`config.mk`:
```
export PLATFORM = sky130hd
export DESIGN_NAME = instr_prefetch_fetcher
export DESIGN_NICKNAME = d
export VERILOG_FILES = /design/src/rtl/instr_prefetch_fetcher.sv
export SDC_FILE = /design/constraint.sdc
export NUM_CORES = 1
export LEC_CHECK = 0
export BUFFER_PORTS_ARGS = -buffer_cell sky130_fd_sc_hd__buf_2
export CAP_MARGIN = 20
export CORE_ASPECT_RATIO = 1.5
export CORE_UTILIZATION = 56
export DETAILED_ROUTE_END_ITERATION = 8
export PLACE_DENSITY = 0.9
export REMOVE_ABC_BUFFERS = 1
export SLEW_MARGIN = 20
export SYNTH_ARGS = -nofsm -noshare
export SYNTH_HDL_FRONTEND = slang
export SYNTH_SLANG_ARGS = --single-unit
```
`constraint.sdc`:
```
create_clock -name clk -period 6.9 [get_ports clk]
set_clock_uncertainty 0.2 [all_clocks]
set_input_delay 0.69 -clock clk [delete_from_list [all_inputs] [get_ports clk]]
set_output_delay 0.69 -clock clk [all_outputs]
set_load 0.03 [all_outputs]
```
`src/rtl/instr_prefetch_fetcher.sv`:
```
// Fetch side of the instruction realign buffer: word fetches on req/gnt/rvalid, in-order response FIFO.
// rvalid at N reaches buf_write_o at N+1; issue stalls once in-flight + buffered reaches RESP_DEPTH, drain waits on buf_full_i.

module instr_prefetch_fifo #(
  parameter int WIDTH = 64,
  parameter int DEPTH = 2
) (
  input  logic                         clk,
  input  logic                         rst_n,
  input  logic                         i_clr,
  input  logic                         i_push,
  input  logic [WIDTH-1:0]             i_dat,
  input  logic                         i_pop,
  output logic [WIDTH-1:0]             o_dat,
  output logic                         o_vld,
  output logic [$clog2(DEPTH+1)-1:0]   o_count
);
  localparam int PW = (DEPTH > 1) ? $clog2(DEPTH) : 1;
  localparam int CW = $clog2(DEPTH + 1);

  logic [WIDTH-1:0] r_mem [DEPTH];
  logic [PW-1:0]    r_wr_ptr;
  logic [PW-1:0]    r_rd_ptr;
  logic [CW-1:0]    r_count;
  logic             w_pop;

  function automatic logic [PW-1:0] ptr_inc(input logic [PW-1:0] p);
    return (p == PW'(DEPTH - 1)) ? '0 : p + PW'(1);
  endfunction

  assign w_pop = i_pop && (r_count != '0);

  always_ff @(posedge clk) begin
    if (!rst_n || i_clr) begin
      r_wr_ptr <= '0;
      r_rd_ptr <= '0;
      r_count  <= '0;
    end else begin
      if (i_push) r_wr_ptr <= ptr_inc(r_wr_ptr);
      if (w_pop)  r_rd_ptr <= ptr_inc(r_rd_ptr);
      case ({i_push, w_pop})
        2'b10:   r_count <= r_count + CW'(1);
        2'b01:   r_count <= r_count - CW'(1);
        default: r_count <= r_count;
      endcase
    end
  end

  // Storage carries no reset; occupancy alone decides what is valid.
  always_ff @(posedge clk) begin
    if (rst_n && i_push && !i_clr) r_mem[r_wr_ptr] <= i_dat;
  end

  assign o_dat   = r_mem[r_rd_ptr];
  assign o_vld   = (r_count != '0);
  assign o_count = r_count;

  a_no_overflow: assert property (@(posedge clk) disable iff (!rst_n)
    !(i_push && !i_clr && !w_pop && (r_count == CW'(DEPTH))));
endmodule

module instr_prefetch_fetcher #(
  parameter int                    ADDR_WIDTH = 32,
  parameter int                    DATA_WIDTH = 32,
  parameter logic [ADDR_WIDTH-1:0] RESET_PC   = '0,
  parameter int                    RESP_DEPTH = 2
) (
  input  logic                  clk,
  input  logic                  rst_n,
  input  logic                  branch_i,
  input  logic [ADDR_WIDTH-1:0] branch_addr_i,
  output logic                  instr_req_o,
  output logic [ADDR_WIDTH-1:0] instr_addr_o,
  input  logic                  instr_gnt_i,
  input  logic                  instr_rvalid_i,
  input  logic [DATA_WIDTH-1:0] instr_rdata_i,
  output logic                  buf_write_o,
  output logic [DATA_WIDTH-1:0] buf_instr_o,
  output logic [ADDR_WIDTH-1:0] buf_addr_o,
  input  logic                  buf_full_i,
  output logic                  buf_flush_o,
  output logic                  busy_o
);
  localparam int CW  = $clog2(RESP_DEPTH + 2);
  localparam int FCW = $clog2(RESP_DEPTH + 1);
  localparam int SW  = CW + 1;
  localparam logic [ADDR_WIDTH-1:0] PC0  = {RESET_PC[ADDR_WIDTH-1:2], 2'b00};
  localparam logic [ADDR_WIDTH-1:0] WORD = ADDR_WIDTH'(4);

  typedef enum logic {S_IDLE, S_REQ} state_t;
  state_t r_state;
  state_t w_state_nxt;

  logic [ADDR_WIDTH-1:0]            r_addr;
  logic [ADDR_WIDTH-1:0]            r_fetch_pc;
  logic [ADDR_WIDTH-1:0]            r_rsp_pc;
  logic [ADDR_WIDTH-1:0]            w_fetch_pc_nxt;
  logic [ADDR_WIDTH-1:0]            w_target;
  logic [CW-1:0]                    r_outstanding;
  logic [CW-1:0]                    r_discard;
  logic [CW-1:0]                    w_outstanding_nxt;
  logic                             r_stale;
  logic                             r_flush;
  logic                             w_gnt;
  logic                             w_rsp;
  logic                             w_drop;
  logic                             w_push;
  logic                             w_can_issue;
  logic                             w_load_addr;
  logic [SW-1:0]                    w_inflight;
  logic [FCW-1:0]                   w_fifo_count;
  logic                             w_fifo_vld;
  logic [ADDR_WIDTH+DATA_WIDTH-1:0] w_fifo_dat;

  assign w_target = {branch_addr_i[ADDR_WIDTH-1:2], 2'b00};
  assign w_gnt    = (r_state == S_REQ) && instr_gnt_i;
  // Responses with nothing outstanding belong to grants from before reset.
  assign w_rsp    = instr_rvalid_i && (r_outstanding != '0);
  assign w_drop   = w_rsp && (r_discard != '0);
  assign w_push   = w_rsp && !w_drop && !branch_i;

  assign w_inflight        = SW'(r_outstanding) + SW'(w_fifo_count) + SW'(w_gnt);
  assign w_can_issue       = w_inflight < SW'(RESP_DEPTH);
  assign w_outstanding_nxt = r_outstanding + CW'(w_gnt) - CW'(w_rsp);

  // A stale grant already had its address replaced by the branch target.
  always_comb begin
    w_fetch_pc_nxt = r_fetch_pc;
    if (w_gnt && !r_stale) w_fetch_pc_nxt = r_fetch_pc + WORD;
    if (branch_i)          w_fetch_pc_nxt = w_target;
  end

  always_comb begin
    w_state_nxt = r_state;
    w_load_addr = 1'b0;
    case (r_state)
      S_IDLE: begin
        if (w_can_issue) begin
          w_state_nxt = S_REQ;
          w_load_addr = 1'b1;
        end
      end
      S_REQ: begin
        if (instr_gnt_i) begin
          if (w_can_issue) w_load_addr = 1'b1;
          else             w_state_nxt = S_IDLE;
        end
      end
      default: w_state_nxt = S_IDLE;
    endcase
  end

  always_ff @(posedge clk) begin
    if (!rst_n) begin
      r_state       <= S_IDLE;
      r_addr        <= PC0;
      r_fetch_pc    <= PC0;
      r_rsp_pc      <= PC0;
      r_outstanding <= '0;
      r_discard     <= '0;
      r_stale       <= 1'b0;
      r_flush       <= 1'b0;
    end else begin
      r_state       <= w_state_nxt;
      r_fetch_pc    <= w_fetch_pc_nxt;
      r_outstanding <= w_outstanding_nxt;
      r_flush       <= branch_i;
      if (w_load_addr) r_addr <= w_fetch_pc_nxt;

      if (branch_i)    r_rsp_pc <= w_target;
      else if (w_push) r_rsp_pc <= r_rsp_pc + WORD;

      // After a branch every response still owed is stale.
      if (branch_i) r_discard <= w_outstanding_nxt;
      else          r_discard <= r_discard + CW'(w_gnt && r_stale) - CW'(w_drop);

      if (branch_i && (r_state == S_REQ) && !instr_gnt_i) r_stale <= 1'b1;
      else if (w_gnt)                                      r_stale <= 1'b0;
    end
  end

  instr_prefetch_fifo #(
    .WIDTH (ADDR_WIDTH + DATA_WIDTH),
    .DEPTH (RESP_DEPTH)
  ) u_rsp_fifo (
    .clk     (clk),
    .rst_n   (rst_n),
    .i_clr   (branch_i),
    .i_push  (w_push),
    .i_dat   ({instr_rdata_i, r_rsp_pc}),
    .i_pop   (buf_write_o),
    .o_dat   (w_fifo_dat),
    .o_vld   (w_fifo_vld),
    .o_count (w_fifo_count)
  );

  assign instr_req_o  = (r_state == S_REQ);
  assign instr_addr_o = r_addr;
  assign buf_write_o  = w_fifo_vld && !buf_full_i && !branch_i;
  assign buf_instr_o  = w_fifo_dat[ADDR_WIDTH +: DATA_WIDTH];
  assign buf_addr_o   = w_fifo_dat[ADDR_WIDTH-1:0];
  assign buf_flush_o  = r_flush;
  assign busy_o       = (r_outstanding != '0) || w_fifo_vld;
endmodule

```
==> metrics.yaml <==
status: "finished clean"
cts.root.buffer_cell: "clkbuf_16"
initial_utilization: 0.578
drive_gt1_frac: 0.301
die_height_um: 161
hold_class: "input pin to flip-flop"
cts_buffers: 21
fin_nets: 1021
fin_area_mm2: 0.0111
path_max_fanout: 37
combPwrFrac: 0.196
cts_resized: 0
hpwl_mm: 13.8
die_w_um: 108
syn_area_mm2: 0.00948
critPathLaunchType: "flip-flop"
area_delta_synth_final_pct: 17.2
wl_mm: 20.7
cap_violations: 0
yosysTopAreaCell: "edfxtp_1"
dr.pass1.iters: 5
netlist_instances: 785
p_seq_frac: 0.489
port_buffers: 165
required_ns: 7.11
finalWorstSetupSlack_ns: 3.51
dieArea_mm2: 0.0175
slew_violations: 0
grt.overflow.total: 0
min_period_ns: 3.39
antenna_found_initial: 0
vias: 6855
grt_usage: 0.238
slew_headroom: 0.356
cts_num_sinks: 230
ys_seq_area_frac: 0.617
htreeDepth: 1
seq_area_mm2: 0.00585
switching_share: 0.297
netlist.area_leader.share: 0.393
setup_viol: 0
grt_pass1_wl_mm: 32.6
ys.flop_type: "edfxtp_1"
vias_per_cell: 5.90
ys_top_cells_by_area: "edfxtp_1 39%, dfxtp_1 22%, mux2_2 7.4%"
post_cts_buffers: 0
powerDensity_mw_per_mm2: 304
pwr-share-clk: 0.316
power.internal_mw: 2.38
p_sw_mw: 1.00
syn_avg_cell_area_um2: 12.1
arrival_ns: 3.60
multi_input_area_mm2: 0.00342
rsz0062_at_grt: "no"
drc: 0
place_area_mm2: 0.0105
yosys_warnings: 0
clock.fmax_mhz: 295
clock_path_buffers: 3
finalPower_mw: 3.38
min_period_over_period: 0.491
grt_max_degree: 63
criticalPathCategory: "flip-flop to flip-flop"
first_global_vias: 6544
gp_congestion: 0.895
clock_latency_ns: 0.49
ant_nets: 0
synth_edf_count: 124
fp-row-count: 57
p_leak_nw: 4.09
initialDrtViolationCount: 391
synth-async-reset-ratio: 0
ir_worst_vdd_v: 0.000206
fill_cells: 1219
path_clk_slew_ns: 0.06
pre_cts_slack_ns: 3.07
post_drt_wl_per_cell_um: 17.8
core_mm2: 0.0164
hold_viol: 0
io_pins: 170
diodes: 0
cts_tree: "built"
ys_ff_latch: 230
synth_cell_types: 58
endpoint_kind: "flip-flop"
worst_slew_pin_slew_ns: 0.962
postCtsHoldBufs: 0
kinds of logic after synthesis:
group                    after synthesis  synth area share
buffers and inverters                 55            0.0235
multiplexers                          64            0.0758
adder cells (fa/ha/maj)                9            0.0127
AND/OR/NAND/NOR                      230             0.130
XOR/XNOR                              59            0.0545
AO/OA/AOI/OAI                        137            0.0867
other                                  1          0.000396
flip-flops                           230             0.617
cells in the final DEF (no fill, tap or decap), drive strengths merged, types with 4 or more instances in the layout:
cell / n
buf: 174
and4: 8
clkinv: 4
mux2: 62
a221oi: 9
xor2: 12
nor3: 23
nand2b: 6
clkbuf: 30
or3: 4
ha: 8
nor2: 51
nand4: 16
nor4: 22
and3: 10
nand2: 45
a21oi: 62
nand3: 30
inv: 16
o21ai: 37
edfxtp: 124
dfxtp: 106
xnor2: 47
o31ai: 8
metal layers:
layer | up-vias | GRT usage | routed length, um
li1 | 3219 | - | -
met1 | 3274 | 0.285 | 7860
met2 | 295 | 0.415 | 10700
met3 | 67 | 0.0282 | 1260
met4 | 0 | 0.122 | 922
met5 | - | 0 | 0
critical path: stages (launching register included):
cell and delay (ns):
dfxtp_1 0.41, ha_1 0.26, a31o_2 0.21, fa_1 0.48, nor2_1 0.15, nand2b_1 0.07, buf_4 0.25, nor2_1 0.77
o21ai_0 0.24, a31oi_1 0.24
synth_stat cells (all sizes together) (2+ instances only):
cell / n
nand2b: 6
nor2: 51
ha: 8
o31a: 3
and2: 3
nor2b: 2
nand2: 45
a221oi: 9
nor4: 22
or2: 2
edfxtp: 124
o22ai: 3
nand4: 16
o21ai: 37
o2bb2ai: 2
a21oi: 62
and3: 10
nor3: 23
mux2i: 2
nand3: 30
buf: 6
xnor2: 47
a211oi: 3
or3: 4
dfxtp: 106
clkbuf: 35
xor2: 12
mux2: 62
o32ai: 2
inv: 14
and4: 8
a311oi: 2
or4: 3
o31ai: 8
through the flow:
stage | hold WS (ns) | util | setup TNS (ns) | std cells
2_1_floorplan | 0.247 | - | -19.07 | 745
3_3_place_gp | 0.246 | 0.639 | 0 | 1125
3_5_place_dp | 0.252 | 0.639 | 0 | 1125
4_1_cts | 0.175 | 0.677 | 0 | 1162
5_1_grt | 0.174 | 0.677 | 0 | 1162
6_report | 0.186 | 0.677 | 0 | 1162
area by class of cell:
cell class / count / area share
Tap cell: 206 / 0.0232
Clock buffer: 30 / 0.0534
Inverter: 14 / 0.00473
Sequential cell: 230 / 0.527
Clock inverter: 7 / 0.00316
Multi-Input combinational cell: 501 / 0.308
Timing Repair Buffer: 174 / 0.0805
power groups by stage:
stage / Combinational, mW / Sequential [mW] / Clock [mW]
2_1_floorplan: 0.341 / 1.77 / 0
3_3_place_gp: 0.641 / 1.67 / 0
3_5_place_dp: 0.656 / 1.68 / 0
4_1_cts: 0.661 / 1.65 / 1.08
5_1_grt: 0.712 / 1.66 / 1.14
6_report: 0.661 / 1.65 / 1.07
path summary, 6_finish.rpt:
path | from | cells after the start | endpoint | slack [ns]
worst max-delay path | u_rsp_fifo.o_count[0]$_SDFFE_PP0P_ | 9 | instr_addr_o[26]$_SDFFE_PN0P_ | 3.51
worst min-delay path | instr_rdata_i[25] | 1 | u_rsp_fifo.r_mem[0][57]$_DFFE_PP_ | 0.19
worst max register to register | u_rsp_fifo.o_count[0]$_SDFFE_PP0P_ | 9 | instr_addr_o[26]$_SDFFE_PN0P_ | 3.51
worst min register to register | instr_addr_o[17]$_SDFFE_PN0P_ | 2 | instr_addr_o[17]$_SDFFE_PN0P_ | 0.27
sequential cells by signal, summed over array words and instances, names as in the netlist, named ones only:
name and count:
instr_addr_o 32, r_stale 1, r_rsp_pc 30, u_rsp_fifo.o_count 2, r_outstanding 2, r_discard 2, r_fetch_pc 32, u_rsp_fifo.r_mem 124
buf_flush_o 1, u_rsp_fifo.r_wr_ptr 1, u_rsp_fifo.r_rd_ptr 1, instr_req_o 1
No activity file was read; power rests on OpenSTA's default activity.
